--- config.mk ---
export PLATFORM = sky130hd
export DESIGN_NAME = fpu_sequencer_flat
export DESIGN_NICKNAME = d
export VERILOG_FILES = /design/src/rtl/fpu_pkg.sv /design/src/rtl/fpu_sequencer_if.sv /design/src/rtl/fpu_word_mem.sv /design/src/rtl/fpu_sequencer.sv /design/src/flat_wrapper.sv
export SDC_FILE = /design/constraint.sdc
export NUM_CORES = 1
export LEC_CHECK = 0
export ABC_CLOCK_PERIOD_IN_PS = 9000
export CAP_MARGIN = 40
export CELL_PAD_IN_SITES_DETAIL_PLACEMENT = 0
export CELL_PAD_IN_SITES_GLOBAL_PLACEMENT = 1
export CORE_AREA = 2 2 159 161
export CTS_BUF_LIST = sky130_fd_sc_hd__clkbuf_4
export CTS_CLUSTER_SIZE = 40
export DETAILED_ROUTE_END_ITERATION = 6
export DIE_AREA = 0 0 161 163
export PLACE_DENSITY_LB_ADDON = 0.1
export SYNTH_ARGS = -nofsm -noshare
export SYNTH_HDL_FRONTEND = slang
export SYNTH_SLANG_ARGS = --single-unit
--- constraint.sdc ---
create_clock -name clk -period 9 [get_ports clk]
set_input_delay 2.25 -clock clk [delete_from_list [all_inputs] [get_ports clk]]
set_output_delay 2.25 -clock clk [all_outputs]
set_load 0.01 [all_outputs]
--- src/rtl/fpu_pkg.sv ---
// Shared widths, opcodes and state encoding for the FPU operand sequencer.
package fpu_pkg;
    localparam int EXP_W      = 7;
    localparam int MAN_W      = 15;
    localparam int BUSY_LIMIT = 4;

    localparam logic [2:0] OP_NOP  = 3'b000;
    localparam logic [2:0] OP_LD1  = 3'b001;
    localparam logic [2:0] OP_LD2  = 3'b010;
    localparam logic [2:0] OP_LDM1 = 3'b011;
    localparam logic [2:0] OP_LDM2 = 3'b100;
    localparam logic [2:0] OP_STM  = 3'b101;
    localparam logic [2:0] OP_ADD  = 3'b110;
    localparam logic [2:0] OP_SUB  = 3'b111;

    typedef struct packed {
        logic [EXP_W-1:0] e;
        logic [MAN_W-1:0] m;
    } fp_word_t;

    typedef enum logic [2:0] {
        S_IDLE, S_ISSUE, S_WAIT_BUSY, S_WAIT_DONE, S_WRITEBACK
    } seq_state_e;
endpackage

--- src/rtl/fpu_sequencer_if.sv ---
// Command port plus FPU-facing handshake of the sequencer.
interface fpu_sequencer_if #(parameter int AW = 3) ();
    import fpu_pkg::*;

    logic             cmd_valid;
    logic             cmd_ready;
    logic [2:0]       cmd_op;
    logic [AW-1:0]    cmd_addr;
    logic [EXP_W-1:0] cmd_e;
    logic [MAN_W-1:0] cmd_m;
    logic [EXP_W-1:0] r1_e;
    logic [MAN_W-1:0] r1_m;
    logic             done;
    logic             err;
    logic             fpu_add;
    logic             fpu_sub;
    logic [EXP_W-1:0] fpu_reg1_e;
    logic [MAN_W-1:0] fpu_reg1_m;
    logic [EXP_W-1:0] fpu_reg2_e;
    logic [MAN_W-1:0] fpu_reg2_m;
    logic [EXP_W-1:0] fpu_res_e;
    logic [MAN_W-1:0] fpu_res_m;
    logic             fpu_idle;

    modport slave (
        input  cmd_valid, cmd_op, cmd_addr, cmd_e, cmd_m, fpu_res_e, fpu_res_m, fpu_idle,
        output cmd_ready, r1_e, r1_m, done, err, fpu_add, fpu_sub,
               fpu_reg1_e, fpu_reg1_m, fpu_reg2_e, fpu_reg2_m
    );

    modport master (
        output cmd_valid, cmd_op, cmd_addr, cmd_e, cmd_m, fpu_res_e, fpu_res_m, fpu_idle,
        input  cmd_ready, r1_e, r1_m, done, err, fpu_add, fpu_sub,
               fpu_reg1_e, fpu_reg1_m, fpu_reg2_e, fpu_reg2_m
    );
endinterface

--- src/rtl/fpu_word_mem.sv ---
// Operand memory: cleared on reset, written at the clock edge, read combinationally
// so a load sees a store made at the previous edge.
module fpu_word_mem
    import fpu_pkg::*;
#(
    parameter int DEPTH = 8,
    parameter int AW    = $clog2(DEPTH)
) (
    input  logic          clk,
    input  logic          reset,
    input  logic          we,
    input  logic [AW-1:0] waddr,
    input  fp_word_t      wdata,
    input  logic [AW-1:0] raddr,
    output fp_word_t      rdata
);
    fp_word_t mem_q [DEPTH];
    fp_word_t mem_d [DEPTH];

    always_comb begin
        mem_d = mem_q;
        if (we) mem_d[waddr] = wdata;
    end

    always_ff @(posedge clk or posedge reset) begin
        if (reset) begin
            for (int i = 0; i < DEPTH; i++) mem_q[i] <= '0;
        end else begin
            mem_q <= mem_d;
        end
    end

    assign rdata = mem_q[raddr];
endmodule

--- src/rtl/fpu_sequencer.sv ---
// Operand/accumulator controller in front of the add/sub FPU: loads, stores,
// issues ADD/SUB, follows the idle fall-then-rise handshake and writes back into R1.
module fpu_sequencer
    import fpu_pkg::*;
#(
    parameter int DEPTH   = 8,
    parameter int AW      = $clog2(DEPTH),
    parameter int TIMEOUT = 32
) (
    input logic            clk,
    input logic            reset,
    fpu_sequencer_if.slave bus
);
    localparam int CNT_W = $clog2(TIMEOUT + 1);

    seq_state_e        state_q, state_d;
    fp_word_t          r1_q, r1_d, r2_q, r2_d;
    logic              op_sub_q, op_sub_d;
    logic              err_q, err_d;
    logic [CNT_W-1:0]  cnt_q, cnt_d;
    logic              mem_we;
    fp_word_t          mem_rdata;
    logic              fpu_add, fpu_sub, done;

    fpu_word_mem #(.DEPTH(DEPTH), .AW(AW)) u_mem (
        .clk   (clk),
        .reset (reset),
        .we    (mem_we),
        .waddr (bus.cmd_addr),
        .wdata (r1_q),
        .raddr (bus.cmd_addr),
        .rdata (mem_rdata)
    );

    always_comb begin
        state_d  = state_q;
        r1_d     = r1_q;
        r2_d     = r2_q;
        op_sub_d = op_sub_q;
        err_d    = err_q;
        cnt_d    = cnt_q;
        mem_we   = 1'b0;
        fpu_add  = 1'b0;
        fpu_sub  = 1'b0;
        done     = 1'b0;
        case (state_q)
            S_IDLE: if (bus.cmd_valid) begin
                case (bus.cmd_op)
                    OP_LD1:  r1_d = '{e: bus.cmd_e, m: bus.cmd_m};
                    OP_LD2:  r2_d = '{e: bus.cmd_e, m: bus.cmd_m};
                    OP_LDM1: r1_d = mem_rdata;
                    OP_LDM2: r2_d = mem_rdata;
                    OP_STM:  mem_we = 1'b1;
                    OP_ADD, OP_SUB: begin
                        op_sub_d = (bus.cmd_op == OP_SUB);
                        state_d  = S_ISSUE;
                    end
                    default: ;
                endcase
            end
            S_ISSUE: begin
                fpu_add = !op_sub_q;
                fpu_sub = op_sub_q;
                cnt_d   = '0;
                state_d = S_WAIT_BUSY;
            end
            // The FPU must drop idle to acknowledge; otherwise the request was lost.
            S_WAIT_BUSY: begin
                if (!bus.fpu_idle) begin
                    cnt_d   = '0;
                    state_d = S_WAIT_DONE;
                end else if (cnt_q == CNT_W'(BUSY_LIMIT - 1)) begin
                    err_d   = 1'b1;
                    state_d = S_IDLE;
                end else begin
                    cnt_d = cnt_q + 1'b1;
                end
            end
            S_WAIT_DONE: begin
                if (bus.fpu_idle) begin
                    state_d = S_WRITEBACK;
                end else if (cnt_q == CNT_W'(TIMEOUT - 1)) begin
                    err_d   = 1'b1;
                    state_d = S_IDLE;
                end else begin
                    cnt_d = cnt_q + 1'b1;
                end
            end
            S_WRITEBACK: begin
                done    = 1'b1;
                r1_d    = '{e: bus.fpu_res_e, m: bus.fpu_res_m};
                state_d = S_IDLE;
            end
            default: state_d = S_IDLE;
        endcase
    end

    always_ff @(posedge clk or posedge reset) begin
        if (reset) begin
            state_q  <= S_IDLE;
            r1_q     <= '0;
            r2_q     <= '0;
            op_sub_q <= 1'b0;
            err_q    <= 1'b0;
            cnt_q    <= '0;
        end else begin
            state_q  <= state_d;
            r1_q     <= r1_d;
            r2_q     <= r2_d;
            op_sub_q <= op_sub_d;
            err_q    <= err_d;
            cnt_q    <= cnt_d;
        end
    end

    assign bus.cmd_ready  = (state_q == S_IDLE);
    assign bus.r1_e       = r1_q.e;
    assign bus.r1_m       = r1_q.m;
    assign bus.fpu_reg1_e = r1_q.e;
    assign bus.fpu_reg1_m = r1_q.m;
    assign bus.fpu_reg2_e = r2_q.e;
    assign bus.fpu_reg2_m = r2_q.m;
    assign bus.fpu_add    = fpu_add;
    assign bus.fpu_sub    = fpu_sub;
    assign bus.done       = done;
    assign bus.err        = err_q;
endmodule

--- src/flat_wrapper.sv ---
// flat-port wrapper written by rule: the top's interface ports become plain ports
module fpu_sequencer_flat import fpu_pkg::*;
#(
    parameter int DEPTH   = 8,
    parameter int AW      = $clog2(DEPTH),
    parameter int TIMEOUT = 32
)
  (clk, reset, bus_cmd_valid, bus_cmd_op, bus_cmd_addr, bus_cmd_e, bus_cmd_m, bus_fpu_res_e, bus_fpu_res_m, bus_fpu_idle, bus_cmd_ready, bus_r1_e, bus_r1_m, bus_done, bus_err, bus_fpu_add, bus_fpu_sub, bus_fpu_reg1_e, bus_fpu_reg1_m, bus_fpu_reg2_e, bus_fpu_reg2_m);
  fpu_sequencer_if #(.AW(AW)) bus_i ();
  input logic clk;
  input logic reset;
  input wire logic [$bits(bus_i.cmd_valid)-1:0] bus_cmd_valid;
  input wire logic [$bits(bus_i.cmd_op)-1:0] bus_cmd_op;
  input wire logic [$bits(bus_i.cmd_addr)-1:0] bus_cmd_addr;
  input wire logic [$bits(bus_i.cmd_e)-1:0] bus_cmd_e;
  input wire logic [$bits(bus_i.cmd_m)-1:0] bus_cmd_m;
  input wire logic [$bits(bus_i.fpu_res_e)-1:0] bus_fpu_res_e;
  input wire logic [$bits(bus_i.fpu_res_m)-1:0] bus_fpu_res_m;
  input wire logic [$bits(bus_i.fpu_idle)-1:0] bus_fpu_idle;
  output wire logic [$bits(bus_i.cmd_ready)-1:0] bus_cmd_ready;
  output wire logic [$bits(bus_i.r1_e)-1:0] bus_r1_e;
  output wire logic [$bits(bus_i.r1_m)-1:0] bus_r1_m;
  output wire logic [$bits(bus_i.done)-1:0] bus_done;
  output wire logic [$bits(bus_i.err)-1:0] bus_err;
  output wire logic [$bits(bus_i.fpu_add)-1:0] bus_fpu_add;
  output wire logic [$bits(bus_i.fpu_sub)-1:0] bus_fpu_sub;
  output wire logic [$bits(bus_i.fpu_reg1_e)-1:0] bus_fpu_reg1_e;
  output wire logic [$bits(bus_i.fpu_reg1_m)-1:0] bus_fpu_reg1_m;
  output wire logic [$bits(bus_i.fpu_reg2_e)-1:0] bus_fpu_reg2_e;
  output wire logic [$bits(bus_i.fpu_reg2_m)-1:0] bus_fpu_reg2_m;
  assign bus_i.cmd_valid = bus_cmd_valid;
  assign bus_i.cmd_op = bus_cmd_op;
  assign bus_i.cmd_addr = bus_cmd_addr;
  assign bus_i.cmd_e = bus_cmd_e;
  assign bus_i.cmd_m = bus_cmd_m;
  assign bus_i.fpu_res_e = bus_fpu_res_e;
  assign bus_i.fpu_res_m = bus_fpu_res_m;
  assign bus_i.fpu_idle = bus_fpu_idle;
  assign bus_cmd_ready = bus_i.cmd_ready;
  assign bus_r1_e = bus_i.r1_e;
  assign bus_r1_m = bus_i.r1_m;
  assign bus_done = bus_i.done;
  assign bus_err = bus_i.err;
  assign bus_fpu_add = bus_i.fpu_add;
  assign bus_fpu_sub = bus_i.fpu_sub;
  assign bus_fpu_reg1_e = bus_i.fpu_reg1_e;
  assign bus_fpu_reg1_m = bus_i.fpu_reg1_m;
  assign bus_fpu_reg2_e = bus_i.fpu_reg2_e;
  assign bus_fpu_reg2_m = bus_i.fpu_reg2_m;
  fpu_sequencer #(.DEPTH(DEPTH), .AW(AW), .TIMEOUT(TIMEOUT)) u_core (.clk(clk), .reset(reset), .bus(bus_i));
endmodule
# Yosys cells after proc, flatten, opt, wreduce, memory -nomap -nowiden
# Index checks and enable logic that the tools add are counted.
# totals
inputBits,54
output_inout_bits,71
reg_bits,231
# classes
eq_ne,24
reduce_logical,14
muxes,33
bitwise_logic,1
n_lt_le_gt_ge,2
add_sub_neg,1
# op_table
operator,count
bitwise mux 176 bit,1
case mux 22 bit (2 select lines),3
two-way mux 22 bit,4
binary-select mux 22 bit (select 3 bit),1
demux 22 bit (select 3 bit),1
two-way mux 6 bit,4
two-way mux 3 bit,6
case mux 6 bit (3 select lines),1
== test 3 bit (second input constant),5
== test 3 x 2 -> 1 bit (second input constant),4
case mux 3 bit (4 select lines),1
two-way mux 1 bit,10
AND reduction 3 bit,3
inequality test 2 bit (second input constant),4
AND reduction 4 bit,2
adder 6 x 1 -> 6 bit (second input constant),1
== test 3 x 1 -> 1 bit (second input constant),2
== test 6 x 2 -> 1 bit (second input constant),1
== test 6 x 5 -> 1 bit (second input constant),1
inequality test 2 x 1 -> 1 bit (second input constant),3
inequality test 3 x 2 -> 1 bit (second input constant),2
nonzero test 2 bit,3
AND reduction 5 bit,1
>= comparator 4 bit (second input constant),1
10 further kinds,10

# Logic depth before layout (Yosys ltp)
# Gate-level depths: netlist of run 1.
# logic_depth
ltp_word,7
mapped_depth,7
ltp_nobuf,5

# Cells and area by module
# Synthesis of run 1 repeated with hierarchy kept, for this count alone.
# unflattened
hier_cells,765
area_unflattened_um2,11090.6
# modules_own_cells
module,area_each_um2,n_inst,seq_area_each_um2,cells_each
fpu_word_mem,8021.4,1,4404.2,455
fpu_sequencer,3069.2,1,1376.3,310

# Worst setup path before layout of run 1
# No wires, ideal clock.
# synth_path
path_kind,input-to-reg
start,input port bus_cmd_addr[0]
end,"register u_core.r2_q, in the netlist u_core.bus.fpu_reg2_m[0]"
cell_stages,6
t_arrival_ns,3.921
t_required_ns,8.882
setup_slack_ns,4.961
n_path_buf,2
cell_sequence,buf_2 -> buf_1 -> mux4_2 -> mux2i_1 -> a211oi_1 -> a21o_1
# synth_between
elab_chain_len,5
# synth_rtl
item,line_no,rtl
start: declaration,flat_wrapper.sv:14,input wire logic [$bits(bus_i.cmd_addr)-1:0] bus_cmd_addr;
inverter 3 -> 4 bit (not written as such),fpu_word_mem.sv:33,assign rdata = mem_q[raddr];
binary-select mux 22 bit (select 3 bit),fpu_word_mem.sv:33,
two-way mux 22 bit (not written as such) (2 in a row),fpu_word_mem.sv:33,
case mux 22 bit (2 select lines),fpu_sequencer.sv:48,case (bus.cmd_op)
end signal: assignment,fpu_sequencer.sv:109,r2_q <= r2_d;
end: declaration,fpu_sequencer.sv:17,"fp_word_t r1_q, r1_d, r2_q, r2_d;"
# No other way between the ends. The select of a mux whose other input is x is not followed.
# A chain may end at the register's enable or synchronous reset.

# Final worst setup path of run 1
# layout_path
start,input port bus_cmd_valid
end,register u_core.u_mem.mem_q[134] (netlist name)
# layout_between
elab_chain_len,2
# layout_rtl
item,line_no,rtl
start: declaration,flat_wrapper.sv:12,input wire logic [$bits(bus_i.cmd_valid)-1:0] bus_cmd_valid;
two-way mux 1 bit,fpu_sequencer.sv:47,S_IDLE: if (bus.cmd_valid) begin
two-way mux 1 bit,fpu_sequencer.sv:46,case (state_q)
end signal: assignment,fpu_word_mem.sv:29,mem_q <= mem_d;
end: declaration,fpu_word_mem.sv:17,fp_word_t mem_q [DEPTH];
# No other way between the ends.

==> flow_metrics.tcl, run 1 <==
set metrics [dict create \
    status "finished, final reports clean" \
    yosys.area_share.simple 0.03728 \
    fp.dieArea_um2 26240 \
    synth-xor-area-share 0.0008179 \
    grt_pass1_vias 7499 \
    avgSynthCellArea_um2 14.51 \
    synthTopCellsByArea "dfrtp_1, mux2_2, mux4_2" \
    required_ns 9.51 \
    synth_cells 738 \
    setup_violations 0 \
    core_area_um2 24670 \
    slew_violations 0 \
    r2r_cells 5 \
    max_freq_mhz 223.8 \
    synth_edf_count 0 \
    io_buffers 124 \
    clockBufferDepth 3 \
    worstHoldPathType "register to register" \
    clkSinkCount 231 \
    max_slew_margin 0.4413 \
    track_usage 0.2105 \
    multiInputGateArea_um2 4527 \
    synthArstFlopShare 1.000 \
    pwr_density_cell_nw_per_um2 254.3 \
    hold_viol 0 \
    rows 58 \
    drtAntennaViolNets 0 \
    die_x_um 161 \
    hold_end "u_core.bus.err" \
    synth_nets 793 \
    layout_setup_ws_ns 4.532 \
    grt_start_max_net_pins 118 \
    synth_mux_area_frac 0.3023 \
    yosysMostFrequentCell "dfrtp_1" \
    cp-end-kind "register" \
    drcViolationCount 0 \
    dpl-instance-area_um2 12300 \
    path_clk_slew_ns 0.06 \
    dp_hpwl_um 16900 \
    hold_path_depth 1 \
    htreeDepth 3 \
    place_congestion 0.7634 \
    syn_area_um2 10710 \
    synth-seq-cells 231 \
    ff2ff_setup_slack_ns 6.08 \
    dp_worst_setup_slack_ns 3.882 \
    tightest_slew_ns 0.8360 \
    critPathKind "input port to register" \
    syn_to_final_growth_pct 23.32 \
    clk_latency_ns 0.65 \
    chipHeight_um 163 \
    fillers 2089 \
    regArea_um2 5781 \
    path_max_fanout 13 \
    drive_above_1_share 0.3925 \
    p_total_mw 3.358 \
    cts_tree "built" \
    yosys-top-cells-count "dfrtp_1, mux2_2, mux4_2" \
    vias 7051 \
    stdcell_area_um2 13210 \
    post-route-period-util 0.4964 \
    layout.nets 935 \
    synthAdderAreaFrac 0.001168 \
    min_from "u_core.bus.err" \
    grt_overflow_total 0 \
    cp-start-kind "input port" \
    reg2reg_from "u_core.state_q[2]" \
    grt_first_pass_wirelength_um 42390 \
    layout_min_cycle_time_ns 4.468 \
    initial_utilization 0.4340 \
    synth_flop_cell "dfrtp_1" \
    yosys_warnings 0 \
    viasPerCell 5.592 \
    ys_types 50 \
    arrival_ns 4.97 \
    vdd_drop_max_mv 0.1131 \
    synth_compound_area_frac 0.07735 \
    ys_seq_area_frac 0.5398 \
    r2r-end "u_core.u_mem.mem_q[134]" \
    wire_per_inst_um 21.49 \
    wirelength_um 27100 \
    p_leak_nw 6.258 \
    finalSetupTns_ns 0 \
    cap_violations 0 \
    fin_skew_ns 0.02890 \
    cts-root-buf "clkbuf_4" \
    synth_top_cell_by_area "dfrtp_1" \
    yosysTopAreaCellShare 0.5398 \
    cts_resized 0 \
    holdBufCountCts 0 \
    ios 125 \
    cts_buffers 67 \
    antenna_found_initial 1 \
    drtPass1Iterations 6 \
    synth_top_family_by_area "multiplexers" \
    rsz0062_at_grt "no" \
    drtIter0Drc 373 \
    post_cts_buffers 0 \
]
-- cell usage in the layout (no fill, tap or decap), types with 2 or more instances in the layout --
cell type        instances
a211oi_1                22
a21o_1                  23
a21oi_1                  4
a222oi_1                22
a22oi_1                  3
and3_1                   3
and3b_1                  2
buf_16                   7
buf_4                   15
bufinv_16                2
clkbuf_4               107
clkdlybuf4s50_1        122
clkinv_1                 7
dfrtp_1                231
inv_1                    6
inv_2                    3
mux2_1                   9
mux2_2                 170
mux2i_1                 23
mux4_2                  44
nand2_1                  2
nand2b_1                 3
nand3b_1                 4
nand4b_1                 2
nor2_1                  28
nor2b_1                  3
nor3_1                   3
nor3b_4                  2
o211ai_1                 3
o21a_1                   3
o21ai_0                 25
-- power by group --
part	switching, mW	internal (mW)	leakage (nW)
registers	0.242	1.25	3.14
logic	0.332	0.510	2.57
clock network	0.435	0.593	0.547
total	1.01	2.35	6.26
-- registers in the layout, indices dropped and copies added, names as in the netlist --
register               count
u_core.bus.fpu_reg2_e      7
u_core.op_sub_q            1
u_core.bus.fpu_reg1_m     15
u_core.bus.fpu_reg1_e      7
u_core.bus.err             1
u_core.state_q             3
u_core.bus.fpu_reg2_m     15
u_core.cnt_q               6
u_core.u_mem.mem_q       176
-- through the flow --
stage	std cells	util	hold slack, ns
after floorplan	738	-	0.4524
after global placement	1132	0.4900	0.4489
after detailed placement	1141	0.4985	0.4613
after CTS	1260	0.5351	0.4768
after global routing	1261	0.5352	0.4909
final	1261	0.5352	0.4750
-- worst max-delay path, stage by stage --
cell             delay, ns
clkdlybuf4s50_1       0.55
or4b_4                0.49
or3_4                 0.45
nor3b_4               0.65
buf_16                0.23
mux2_2                0.34
-- area by class of cell --
class,count,area share
antenna,1,0.0001895
clock buffer,107,0.06083
clock inverter,12,0.007485
inverter,8,0.002843
multi-input combinational,426,0.3428
sequential,231,0.4377
tap,330,0.03127
timing repair buffer,146,0.1168
-- routing by layer --
layer  wire length, um  part of all wire  GRT usage
met3              1547             0.057    0.03794
met4               376             0.014    0.06494
met1             11580              0.43     0.2795
met2             13600              0.50     0.3547
met5                 0                 0          0
-- worst max-delay path by stage --
stage,depth (start not counted),slack [ns],from,end
after CTS,3,4.54,u_core.state_q[1],bus_fpu_sub
final,6,4.53,bus_cmd_valid,u_core.u_mem.mem_q[134]
after floorplan,1,0.42,reset,u_core.bus.err
after global routing,3,4.45,u_core.state_q[1],bus_fpu_sub
after detailed placement,6,3.88,bus_cmd_valid,u_core.u_mem.mem_q[140]
after global placement,5,3.59,bus_cmd_valid,u_core.u_mem.mem_q[136]
-- logic make-up (layout without fill, tap and decap cells) --
family | Yosys count | in the layout
muxes | 246 | 246
DFF | 231 | 231
AOI/OAI and AO/OA | 112 | 112
buffers and inverters | 81 | 273
and+or+nand+nor | 66 | 66
adders and majority gates | 1 | 1
xor gates and xnor gates | 1 | 1
other | 0 | 1
No activity file was read; power rests on OpenSTA's default activity.
==> run 2: changes to the inputs <==
Settings changed: ABC_CLOCK_PERIOD_IN_PS 9000 to 3900.
Clock period 9 ns to 3.9 ns, I/O delays scaled along.
==> flow_metrics.tcl, run 2 (synthesis gave the netlist of run 1 again) <==
set metrics [dict create \
    grt_overflow_total 0 \
    fp.dieArea_um2 26240 \
    p_leak_nw 6.234 \
    ff2ff_setup_slack_ns 1.29 \
    reg2reg_from "u_core.state_q[2]" \
    vdd_drop_max_mv 0.2861 \
    ios 125 \
    p_total_mw 7.444 \
    clockBufferDepth 3 \
    vias 7130 \
    drcViolationCount 0 \
    chipHeight_um 163 \
    final_cell_mix "dfrtp_1, mux2_2, clkdlybuf4s50_1, clkbuf_4, mux4_2" \
    layout_setup_ws_ns 0.7388 \
    hold_slack_ns 0.4734 \
    status "finished, final reports clean" \
    layout_min_cycle_time_ns 3.161 \
    clkSinkCount 231 \
    htreeDepth 2 \
    finalSetupTns_ns 0 \
    cts_resized 0 \
    antenna_found_initial 1 \
    worstHoldPathType "register to register" \
    dp_worst_setup_slack_ns 0.3992 \
    layout_commonest_cell "dfrtp_1" \
    slew_violations 0 \
    track_usage 0.2172 \
    tightest_slew_ns 0.7718 \
    pwr_density_cell_nw_per_um2 566.1 \
    rsz0062_at_grt "no" \
    r2r-end "u_core.u_mem.mem_q[130]" \
    layout.nets 948 \
    hold_viol 0 \
    syn_to_final_growth_pct 22.81 \
    place_congestion 0.7885 \
    required_ns 2.92 \
    holdBufCountCts 0 \
    viasPerCell 5.650 \
    cts-root-buf "clkbuf_4" \
    drtAntennaViolNets 0 \
    grt_pass1_vias 7875 \
    largest_reg_flops 176 \
    drtIter0Drc 449 \
    dp_hpwl_um 17810 \
    setup_violations 0 \
    cts_buffers 59 \
    cts_tree "built" \
    clk_latency_ns 0.68 \
    path_clk_slew_ns 0.06 \
    stdcell_area_um2 13150 \
    drive_above_1_share 0.3957 \
    post_cts_buffers 0 \
    initial_utilization 0.4340 \
    io_buffers 124 \
    wirelength_um 27520 \
    cp-start-kind "register" \
    rows 58 \
    worstSetupStartpoint "u_core.state_q[0]" \
    regMostFlops "u_core.u_mem.mem_q" \
    post-route-period-util 0.8106 \
    dpl-instance-area_um2 12400 \
    fin_skew_ns 0.04477 \
    cp-end-kind "output port" \
    cap_violations 0 \
    max_freq_mhz 316.3 \
    core_area_um2 24670 \
    critPathKind "register to output port" \
    arrival_ns 2.19 \
    die_x_um 161 \
    max_slew_margin 0.4854 \
    grt_start_max_net_pins 53 \
    grt_first_pass_wirelength_um 44130 \
    path_max_fanout 13 \
    r2r_cells 5 \
    wire_per_inst_um 21.81 \
    endpoint "bus_done" \
    drtPass1Iterations 5 \
]
[run 2: cell types whose count changed in the layout (fill, tap and decap cells not counted)]
cell / before / now
buf_4: 15 / 36
inv_2: 3 / 1
buf_12: 0 / 7
clkinv_2: 1 / 0
buf_16: 7 / 0
bufinv_16: 2 / 1
clkbuf_4: 107 / 93
clkinv_1: 7 / 4
inv_8: 1 / 0
diode_2: 1 / 2
clkinvlp_4: 0 / 1
[run 2: worst min path at each step]
stage,from,end,slack (ns),depth (start not counted)
5_1_grt,u_core.bus.fpu_reg2_m[9],u_core.bus.fpu_reg2_m[9],0.49,1
6_report,u_core.bus.fpu_reg2_m[10],u_core.bus.fpu_reg2_m[10],0.47,1
4_1_cts,u_core.bus.fpu_reg2_m[2],u_core.bus.fpu_reg2_m[2],0.48,1
3_3_place_gp,u_core.bus.err,u_core.bus.err,0.46,1
3_5_place_dp,u_core.bus.fpu_reg2_m[2],u_core.bus.fpu_reg2_m[2],0.46,1
2_1_floorplan,u_core.u_mem.mem_q[115],u_core.u_mem.mem_q[115],0.45,1
[run 2: metal layers]
layer  wire (um)  vias to the layer above  global-route usage  part of all wire
li1            -                     3139                   -                 -
met5           0                        -                   0                 0
met4         534                        0             0.07143             0.019
met1       12050                     3760              0.2833              0.44
met3        1293                       42             0.04304             0.047
met2       13640                      189              0.3670              0.50
[run 2: per-stage QoR]
stage / std cells / util
final: 1262 / 0.5330
after global routing: 1262 / 0.5330
after CTS: 1260 / 0.5328
after detailed placement: 1162 / 0.5026
after global placement: 1160 / 0.5014
after floorplan: 738 / -
[run 2: layout make-up]
type	count	area [um^2]
inverter	8	33.78
fill	2106	11520
timing repair buffer	167	1648
tap	330	412.9
antenna	2	5.005
multi-input combinational	426	4527
sequential	231	5781
clock inverter	5	45.04
clock buffer	93	698.2
[run 2: power breakdown]
group | internal [mW] | leakage (nW) | switching, mW
clock | 1.13 | 0.451 | 0.932
sequential | 2.87 | 3.14 | 0.562
combinational | 1.18 | 2.65 | 0.767
total | 5.18 | 6.23 | 2.26
[run 2: critical path, stage by stage, from the launching register on]
cell and delay, ns:
dfrtp_1 0.51, nor2_1 0.29, and2_1 0.21, clkdlybuf4s50_1 0.54
